**config.mk**
```make
export PLATFORM = sky130hd
export DESIGN_NAME = linear_proj_seq
export DESIGN_NICKNAME = d
export VERILOG_FILES = /design/src/rtl/linear_proj_pkg.sv /design/src/rtl/linear_proj_wrap_cnt.sv /design/src/rtl/linear_proj_seq.sv
export SDC_FILE = /design/constraint.sdc
export NUM_CORES = 1
export LEC_CHECK = 0
export CORE_ASPECT_RATIO = 0.75
export CORE_MARGIN = 3
export CORE_UTILIZATION = 57
export CTS_BUF_LIST = sky130_fd_sc_hd__clkbuf_4 sky130_fd_sc_hd__clkbuf_8
export DETAILED_ROUTE_END_ITERATION = 7
export GPL_ROUTABILITY_DRIVEN = 0
export PLACE_DENSITY_LB_ADDON = 0.08
export SLEW_MARGIN = 20
export SYNTH_ARGS = -nofsm -noshare
export SYNTH_HDL_FRONTEND = slang
export SYNTH_SLANG_ARGS = --single-unit
export TNS_END_PERCENT = 1
```
**constraint.sdc**
```tcl
create_clock -name clk -period 4.3 [get_ports clk]
set_input_delay 0.86 -clock clk [delete_from_list [all_inputs] [get_ports clk]]
set_output_delay 0.86 -clock clk [all_outputs]
set_load 0.05 [all_outputs]
```
**src/rtl/linear_proj_pkg.sv**
```systemverilog
// Shared constants, state encoding and weight-set search helper for the
// linear projection tile sequencer.
package linear_proj_pkg;

    localparam int A_OUTER_DIMENSION = 16;
    localparam int B_OUTER_DIMENSION = 16;
    localparam int INNER_DIMENSION   = 6;
    localparam int BLOCK_SIZE        = 2;
    localparam int NUM_CORES_A       = 2;
    localparam int NUM_CORES_B       = 1;
    localparam int TOTAL_INPUT_W     = 2;
    localparam int TOTAL_MODULES     = 4;
    localparam int NUM_WEIGHT_SETS   = 3;

    localparam int ROW_T = A_OUTER_DIMENSION / (BLOCK_SIZE * NUM_CORES_A * TOTAL_INPUT_W);
    localparam int COL_T = B_OUTER_DIMENSION / (BLOCK_SIZE * NUM_CORES_B * TOTAL_MODULES);
    localparam int K_T   = INNER_DIMENSION / BLOCK_SIZE;

    localparam int AW  = ($clog2(ROW_T * K_T) > 1) ? $clog2(ROW_T * K_T) : 1;
    localparam int BW  = ($clog2(NUM_WEIGHT_SETS * COL_T * K_T) > 1) ?
                         $clog2(NUM_WEIGHT_SETS * COL_T * K_T) : 1;
    localparam int FW  = $clog2(NUM_WEIGHT_SETS * ROW_T * COL_T + 1);
    localparam int RW  = $clog2(ROW_T) + 1;
    localparam int CW  = $clog2(COL_T) + 1;
    localparam int WSW = $clog2(NUM_WEIGHT_SETS) + 1;
    localparam int KW  = ($clog2(K_T) > 1) ? $clog2(K_T) : 1;

    typedef enum logic [1:0] {
        ST_IDLE,
        ST_ISSUE,
        ST_WAIT_TILE,
        ST_DONE
    } state_e;

    typedef struct packed {
        logic           found;
        logic [WSW-1:0] idx;
    } wset_sel_t;

    // Lowest set mask bit at or above 'from'; found=0 when none remain.
    function automatic wset_sel_t next_wset(input logic [NUM_WEIGHT_SETS-1:0] mask,
                                            input int unsigned from);
        wset_sel_t res;
        res = '0;
        for (int i = NUM_WEIGHT_SETS - 1; i >= 0; i--) begin
            if (i >= int'(from) && mask[i]) begin
                res.found = 1'b1;
                res.idx   = WSW'(i);
            end
        end
        return res;
    endfunction

endpackage

```
**src/rtl/linear_proj_wrap_cnt.sv**
```systemverilog
// Modulo counter with synchronous clear; wrap flags the enabled terminal step.
module linear_proj_wrap_cnt #(
    parameter int MODULUS = 2,
    parameter int WIDTH   = 2
) (
    input  logic             clk,
    input  logic             rst,
    input  logic             clr,
    input  logic             en,
    output logic [WIDTH-1:0] cnt,
    output logic             wrap
);

    logic [WIDTH-1:0] cnt_q, cnt_d;

    always_comb begin
        wrap  = en && (cnt_q == WIDTH'(MODULUS - 1));
        cnt_d = cnt_q;
        if (clr) begin
            cnt_d = '0;
        end else if (en) begin
            cnt_d = wrap ? '0 : cnt_q + WIDTH'(1);
        end
    end

    always_ff @(posedge clk) begin
        if (rst) begin
            cnt_q <= '0;
        end else begin
            cnt_q <= cnt_d;
        end
    end

    assign cnt = cnt_q;

endmodule

```
**src/rtl/linear_proj_seq.sv**
```systemverilog
// Tile sequencer: walks A/B addresses over k, c, r for each enabled weight set
// and reports completed output tiles to the downstream matmul array.
module linear_proj_seq
    import linear_proj_pkg::*;
(
    input  logic                       clk,
    input  logic                       rst,
    input  logic                       start,
    input  logic [NUM_WEIGHT_SETS-1:0] wset_mask,
    input  logic                       rd_ready,
    input  logic                       tile_done_in,
    output logic                       rd_en,
    output logic [AW-1:0]              a_addr,
    output logic [BW-1:0]              b_addr,
    output logic                       first_k,
    output logic                       last_k,
    output logic                       flag_valid,
    output logic [RW-1:0]              flag_row,
    output logic [CW-1:0]              flag_col,
    output logic [WSW-1:0]             flag_wset,
    output logic [FW-1:0]              flag_cnt,
    output logic                       busy,
    output logic                       done,
    output logic                       err
);

    state_e                     state_q, state_d;
    logic [NUM_WEIGHT_SETS-1:0] mask_q, mask_d;
    logic [WSW-1:0]             w_q, w_d;
    logic                       last_tile_q, last_tile_d;
    logic                       flag_valid_q, flag_valid_d;
    logic [RW-1:0]              flag_row_q, flag_row_d;
    logic [CW-1:0]              flag_col_q, flag_col_d;
    logic [WSW-1:0]             flag_wset_q, flag_wset_d;
    logic [FW-1:0]              flag_cnt_q, flag_cnt_d;
    logic                       err_q, err_d;

    logic [KW-1:0] k_cnt;
    logic [CW-1:0] c_cnt;
    logic [RW-1:0] r_cnt;
    logic          k_wrap, c_wrap, r_wrap;
    logic          start_accept, tile_accept;
    wset_sel_t     first_sel, next_sel;

    assign start_accept = (state_q == ST_IDLE) && start;
    // A second tile_done during the flag cycle must not retire another tile.
    assign tile_accept  = (state_q == ST_WAIT_TILE) && tile_done_in && !flag_valid_q;
    assign first_sel    = next_wset(wset_mask, 32'd0);
    assign next_sel     = next_wset(mask_q, 32'(w_q) + 32'd1);

    linear_proj_wrap_cnt #(.MODULUS(K_T), .WIDTH(KW)) u_k_cnt (
        .clk  (clk),
        .rst  (rst),
        .clr  (start_accept),
        .en   (rd_en),
        .cnt  (k_cnt),
        .wrap (k_wrap)
    );

    linear_proj_wrap_cnt #(.MODULUS(COL_T), .WIDTH(CW)) u_c_cnt (
        .clk  (clk),
        .rst  (rst),
        .clr  (start_accept),
        .en   (tile_accept),
        .cnt  (c_cnt),
        .wrap (c_wrap)
    );

    linear_proj_wrap_cnt #(.MODULUS(ROW_T), .WIDTH(RW)) u_r_cnt (
        .clk  (clk),
        .rst  (rst),
        .clr  (start_accept),
        .en   (c_wrap),
        .cnt  (r_cnt),
        .wrap (r_wrap)
    );

    always_comb begin
        state_d      = state_q;
        mask_d       = mask_q;
        w_d          = w_q;
        last_tile_d  = last_tile_q;
        flag_valid_d = 1'b0;
        flag_row_d   = flag_row_q;
        flag_col_d   = flag_col_q;
        flag_wset_d  = flag_wset_q;
        flag_cnt_d   = flag_cnt_q;
        err_d        = err_q;

        if (tile_done_in && state_q != ST_WAIT_TILE) begin
            err_d = 1'b1;
        end

        case (state_q)
            ST_IDLE: begin
                if (start) begin
                    mask_d      = wset_mask;
                    flag_cnt_d  = '0;
                    err_d       = tile_done_in;
                    last_tile_d = 1'b0;
                    w_d         = first_sel.found ? first_sel.idx : '0;
                    state_d     = first_sel.found ? ST_ISSUE : ST_DONE;
                end
            end
            ST_ISSUE: begin
                if (k_wrap) begin
                    state_d = ST_WAIT_TILE;
                end
            end
            ST_WAIT_TILE: begin
                // The flag cycle is spent in WAIT_TILE so each tile costs K_T+2 cycles.
                if (flag_valid_q) begin
                    state_d = last_tile_q ? ST_DONE : ST_ISSUE;
                end else if (tile_accept) begin
                    flag_valid_d = 1'b1;
                    flag_row_d   = r_cnt;
                    flag_col_d   = c_cnt;
                    flag_wset_d  = w_q;
                    flag_cnt_d   = flag_cnt_q + FW'(1);
                    if (r_wrap) begin
                        if (next_sel.found) begin
                            w_d = next_sel.idx;
                        end else begin
                            last_tile_d = 1'b1;
                        end
                    end
                end
            end
            ST_DONE: begin
                state_d = ST_IDLE;
            end
            default: begin
                state_d = ST_IDLE;
            end
        endcase
    end

    always_ff @(posedge clk) begin
        if (rst) begin
            state_q      <= ST_IDLE;
            mask_q       <= '0;
            w_q          <= '0;
            last_tile_q  <= 1'b0;
            flag_valid_q <= 1'b0;
            flag_row_q   <= '0;
            flag_col_q   <= '0;
            flag_wset_q  <= '0;
            flag_cnt_q   <= '0;
            err_q        <= 1'b0;
        end else begin
            state_q      <= state_d;
            mask_q       <= mask_d;
            w_q          <= w_d;
            last_tile_q  <= last_tile_d;
            flag_valid_q <= flag_valid_d;
            flag_row_q   <= flag_row_d;
            flag_col_q   <= flag_col_d;
            flag_wset_q  <= flag_wset_d;
            flag_cnt_q   <= flag_cnt_d;
            err_q        <= err_d;
        end
    end

    assign rd_en   = (state_q == ST_ISSUE) && rd_ready;
    assign first_k = (state_q == ST_ISSUE) && (k_cnt == '0);
    assign last_k  = (state_q == ST_ISSUE) && (k_cnt == KW'(K_T - 1));
    assign a_addr  = AW'(r_cnt) * AW'(K_T) + AW'(k_cnt);
    assign b_addr  = BW'(w_q) * BW'(COL_T * K_T) + BW'(c_cnt) * BW'(K_T) + BW'(k_cnt);

    assign flag_valid = flag_valid_q;
    assign flag_row   = flag_row_q;
    assign flag_col   = flag_col_q;
    assign flag_wset  = flag_wset_q;
    assign flag_cnt   = flag_cnt_q;
    assign busy       = (state_q == ST_ISSUE) || (state_q == ST_WAIT_TILE);
    assign done       = (state_q == ST_DONE);
    assign err        = err_q;

endmodule

```
# Word level (Yosys, flattened, before mapping)
# Cells that the tools add are included.
# op_classes
n_eq_ne	15
reduce_logical	26
n_addsub	8
muxes	36
mul	3
bitwise	2
magnitude_cmp	3
# ops
operator	n
2-to-1 mux 4 bit	9
2-to-1 mux 3 bit	6
2-to-1 mux 2 bit	8
!= test 2 bit, second input constant	8
logical AND 1 bit	13
AND reduction 6 bit	2
2-to-1 mux 1 bit	9
greater-or-equal comparator 1 x 4 -> 1 bit, first input constant	2
case mux 2 bit (4 select lines)	1
case mux 4 bit (2 select lines)	1
adder 2 x 1 -> 2 bit, second input constant	3
== test 2 x 1 -> 1 bit, second input constant	3
== test 2 bit, second input constant	3
case mux 3 bit (2 select lines)	1
AND reduction 3 bit	2
adder 5 x 2 -> 5 bit	1
adder 5 x 4 -> 5 bit	1
adder 3 x 1 -> 4 bit, second input constant	1
adder 4 x 1 -> 4 bit, second input constant	1
greater-or-equal comparator 2 x 4 -> 1 bit, first input constant	1
logical NOT 2 bit	2
multiplier 2 x 2 -> 4 bit, second input constant	1
multiplier 3 x 2 -> 4 bit, second input constant	1
AND reduction 4 bit	1
other kinds (11)	12
# word_totals
regBits	28
word_cells	106
out_inout_bits	26

# Logic depth before layout (Yosys ltp)
# depth
depth_word	11
mapped_depth	8
depth_no_buf	7

# By module
# A second synthesis with hierarchy kept.
# hier_totals
cells_unflattened	175
area_unflattened_um2	1617.8
# modules_own_cells
mod	seq_area_each_um2	n_inst	cells_each	area_each_um2
linear_proj_seq	400.4	1	149	1368.8
linear_proj_wrap_cnt (u_c_cnt ...)	40.0	2	8	76.3
linear_proj_wrap_cnt (u_k_cnt)	40.0	1	10	96.3

# Worst setup path after synthesis
# No wires, ideal clock.
# synth_path
path_kind	register to output
from	register w_q[0]
to	output port b_addr[4]
path_slack_ns	1.001
stages_incl_launch_ff	8
path_buffers	0
arrival_ns	2.439
required_ns	3.440
cell_sequence	dfxtp_1 fa_1 inv_1 fa_1 inv_1 a21o_1 a21oi_1 xnor2_1
# synth_via
elab_chain_len	3
# synth_lines
item	line	source
from (decl)	linear_proj_seq.sv:29	logic [WSW-1:0] w_q, w_d;
from (signal assigned)	linear_proj_seq.sv:153	w_q <= w_d;
multiplier 3 x 2 -> 4 bit	linear_proj_seq.sv:168	assign b_addr = BW'(w_q) * BW'(COL_T * K_T) + BW'(c_cnt) * BW'(K_T) + BW'(k_cnt);
adder 5 x 4 -> 5 bit	linear_proj_seq.sv:168	
adder 5 x 2 -> 5 bit	linear_proj_seq.sv:168	
to (decl)	linear_proj_seq.sv:14	output logic [BW-1:0] b_addr,
# Every way passes these cells.

# Worst setup path after layout
# Same ends and word-level chain as after synthesis.

==> results.json <==
{
  "hold_path_class": "reg -> reg",
  "final_core_util_pct": 75.0,
  "slew_viol_final": 0,
  "drc": 0,
  "clk_path_buf_depth": 2,
  "fmax_mhz": 249,
  "dp_hpwl_um": 2810,
  "synth_area_um2": 1650,
  "grt_overflow_total": 0,
  "required_ps": 3440,
  "cts_buffers": 3,
  "cp_max_fo": 6,
  "nNetsFinal": 241,
  "syn2layout_area_growth_pct": 22.2,
  "cts_tree": "built",
  "maxCapViolCount": 0,
  "relSlewSlack_pct": 42.6,
  "vias": 1366,
  "syn_inst": 181,
  "grt_pass1_wl_um": 6090,
  "start_util_pct": 61.4,
  "power_mw": 1.25,
  "p_per_area_nw_per_um2": 623,
  "clock-sinks": 26,
  "core_um2": 2680,
  "clkTransAtPathRegs_ps": 90,
  "hold_viol": 0,
  "ys_seq_area_share_pct": 31.6,
  "die-area_um2": 3580,
  "antenna_cells": 0,
  "final_cell_mix": "32 x clkdlybuf4s50_1, 27 x nor2_1, 26 x dfxtp_1",
  "htreeDepth": 1,
  "cts_setup_buffers": 0,
  "instances_no_fill": 245,
  "period_share_pct": 93.2,
  "track_usage_pct": 22.4,
  "finalCriticalPeriod_ps": 4010,
  "portBuffers": 32,
  "drive_above_1_share_pct": 5.74,
  "ys_seq_elements": 26,
  "p_leak_nw": 0.861,
  "totalWireLength_um": 3580,
  "syn-num-nets": 212,
  "grt_pass1_vias": 1367,
  "via_per_inst": 5.58,
  "ys_warn_count": 0,
  "fin_worst_skew_ps": 2.19,
  "cp-end-kind": "output port",
  "die_x_um": 68.1,
  "clock_latency_ps": 270,
  "finalSetupViolations": 0,
  "antenna_found_initial": 0,
  "rsz0062_at_grt": "no",
  "status": "finished clean",
  "start_kind": "flip-flop",
  "row_count": 16,
  "post-place-cells": 241,
  "die_height_um": 52.5,
  "grt_max_degree": 19,
  "ir_drop_mv": 0.323,
  "post_cts_resized": 0,
  "final_common_cell": "clkdlybuf4s50_1",
  "ant_nets": 0,
  "cts_hold_buffers": 0,
  "tightestPinTransition_ps": 861,
  "worstPathArrival_ps": 3150,
  "clockRootBuffer": "clkbuf_8",
  "drtIter0Drc": 88,
  "setup_tns_ps": 0,
  "wire_per_inst_um": 14.6,
  "worst-setup-path-type": "reg -> out",
  "avgSynthCellArea_um2": 9.10,
  "firstDrtPassIters": 5,
  "synth.distinct_cells": 38,
  "ios": 34
}
[cell usage after synthesis]
cell type | number | area, µm²
nand2b_1 | 2 | 12.5
xnor2_1 | 8 | 70.1
a221oi_2 | 1 | 15.0
nor4b_1 | 1 | 8.76
nand3b_1 | 3 | 22.5
nand4b_1 | 1 | 8.76
nor3b_1 | 3 | 22.5
nor3_1 | 6 | 30.0
a21o_1 | 3 | 22.5
o21ai_0 | 1 | 5.00
fa_1 | 3 | 60.1
a21oi_4 | 1 | 16.3
ha_1 | 20 | 250
conb_1 | 1 | 3.75
buf_4 | 1 | 7.51
nand2_1 | 9 | 33.8
nand4_1 | 1 | 6.26
clkbuf_1 | 2 | 7.51
nor2b_1 | 2 | 12.5
buf_2 | 1 | 5.00
a22oi_1 | 1 | 7.51
nand3_1 | 4 | 20.0
a21oi_1 | 18 | 90.1
mux2i_1 | 4 | 40.0
a311oi_1 | 1 | 8.76
inv_1 | 14 | 52.6
a21oi_2 | 2 | 17.5
a211oi_2 | 2 | 25.0
mux2i_4 | 1 | 22.5
nand4b_4 | 1 | 23.8
buf_8 | 1 | 15.0
a211oi_1 | 4 | 30.0
buf_6 | 2 | 22.5
clkbuf_8 | 1 | 13.8
dfxtp_1 | 26 | 521
a41oi_1 | 1 | 8.76
a31oi_1 | 1 | 6.26
nor2_1 | 27 | 101
[worst max-delay path, stage by stage, from the launching register on]
cell and delay (ps):
dfxtp_1 480, inv_1 150, ha_1 310, ha_1 290, ha_1 350, a21o_1 180
a21oi_1 180, xnor2_1 130, clkdlybuf4s50_1 810
[sequential cells by signal (all words and copies together), names as in the netlist]
name         count
err              1
flag_cnt         4
flag_col         2
flag_row         2
flag_valid       1
flag_wset        2
last_tile_q      1
mask_q           3
state_q          2
u_c_cnt.cnt      2
u_k_cnt.cnt      2
u_r_cnt.cnt      2
w_q              2
[power by group]
part / internal [mW] / switching [mW] / leakage (nW)
Combinational: 0.257 / 0.466 / 0.614
Sequential: 0.281 / 0.0477 / 0.212
Clock: 0.125 / 0.0775 / 0.0357
[logic make-up after synthesis]
family	synth area share (%)
flops	31.6
simple gates	18.4
mux	3.80
buf+inv	7.52
xor+xnor	4.26
other cells	0.228
fa+ha+maj	18.8
compound gates	15.4
[final cells by class]
class | instances | area (µm²)
Clock inverter | 1 | 30.0
Timing Repair Buffer | 32 | 320
Tap cell | 36 | 45.0
Sequential cell | 26 | 520
Multi-Input combinational cell | 133 | 1000
Clock buffer | 3 | 41.3
Fill cell | 213 | 671
Inverter | 14 | 52.6
[layer usage]
layer	vias up	track usage, %	part of all wire, %
li1	672	-	-
met1	652	29.6	45
met2	40	38.2	49
met3	2	3.65	5.7
met4	0	4.29	0.36
met5	-	0	0
[worst paths after layout]
| path | slack [ps] | depth (start not counted) | end | from |
|---|---|---|---|---|
| hold / removal | 480 | 2 | mask_q[2]$_SDFFE_PP0P_ | mask_q[2]$_SDFFE_PP0P_ |
| hold reg to reg | 480 | 2 | mask_q[2]$_SDFFE_PP0P_ | mask_q[2]$_SDFFE_PP0P_ |
| setup reg to reg | 2020 | 6 | u_c_cnt.cnt[1]$_SDFFE_PP0P_ | state_q[0]$_SDFFE_PP0P_ |
| setup / recovery | 290 | 8 | b_addr[4] | w_q[0]$_SDFFE_PP0P_ |
[stage by stage]
| stage | setup WS (ps) | instance area (µm²) | hold WS [ps] |
|---|---|---|---|
| floorplan | 1000 | 1650 | 433 |
| global placement | 685 | 1940 | 455 |
| detailed placement | 606 | 1940 | 460 |
| CTS | 279 | 2010 | 474 |
| global route | 131 | 2010 | 496 |
| finish | 292 | 2010 | 482 |
Note: power is estimated with default switching activity, not from simulation.
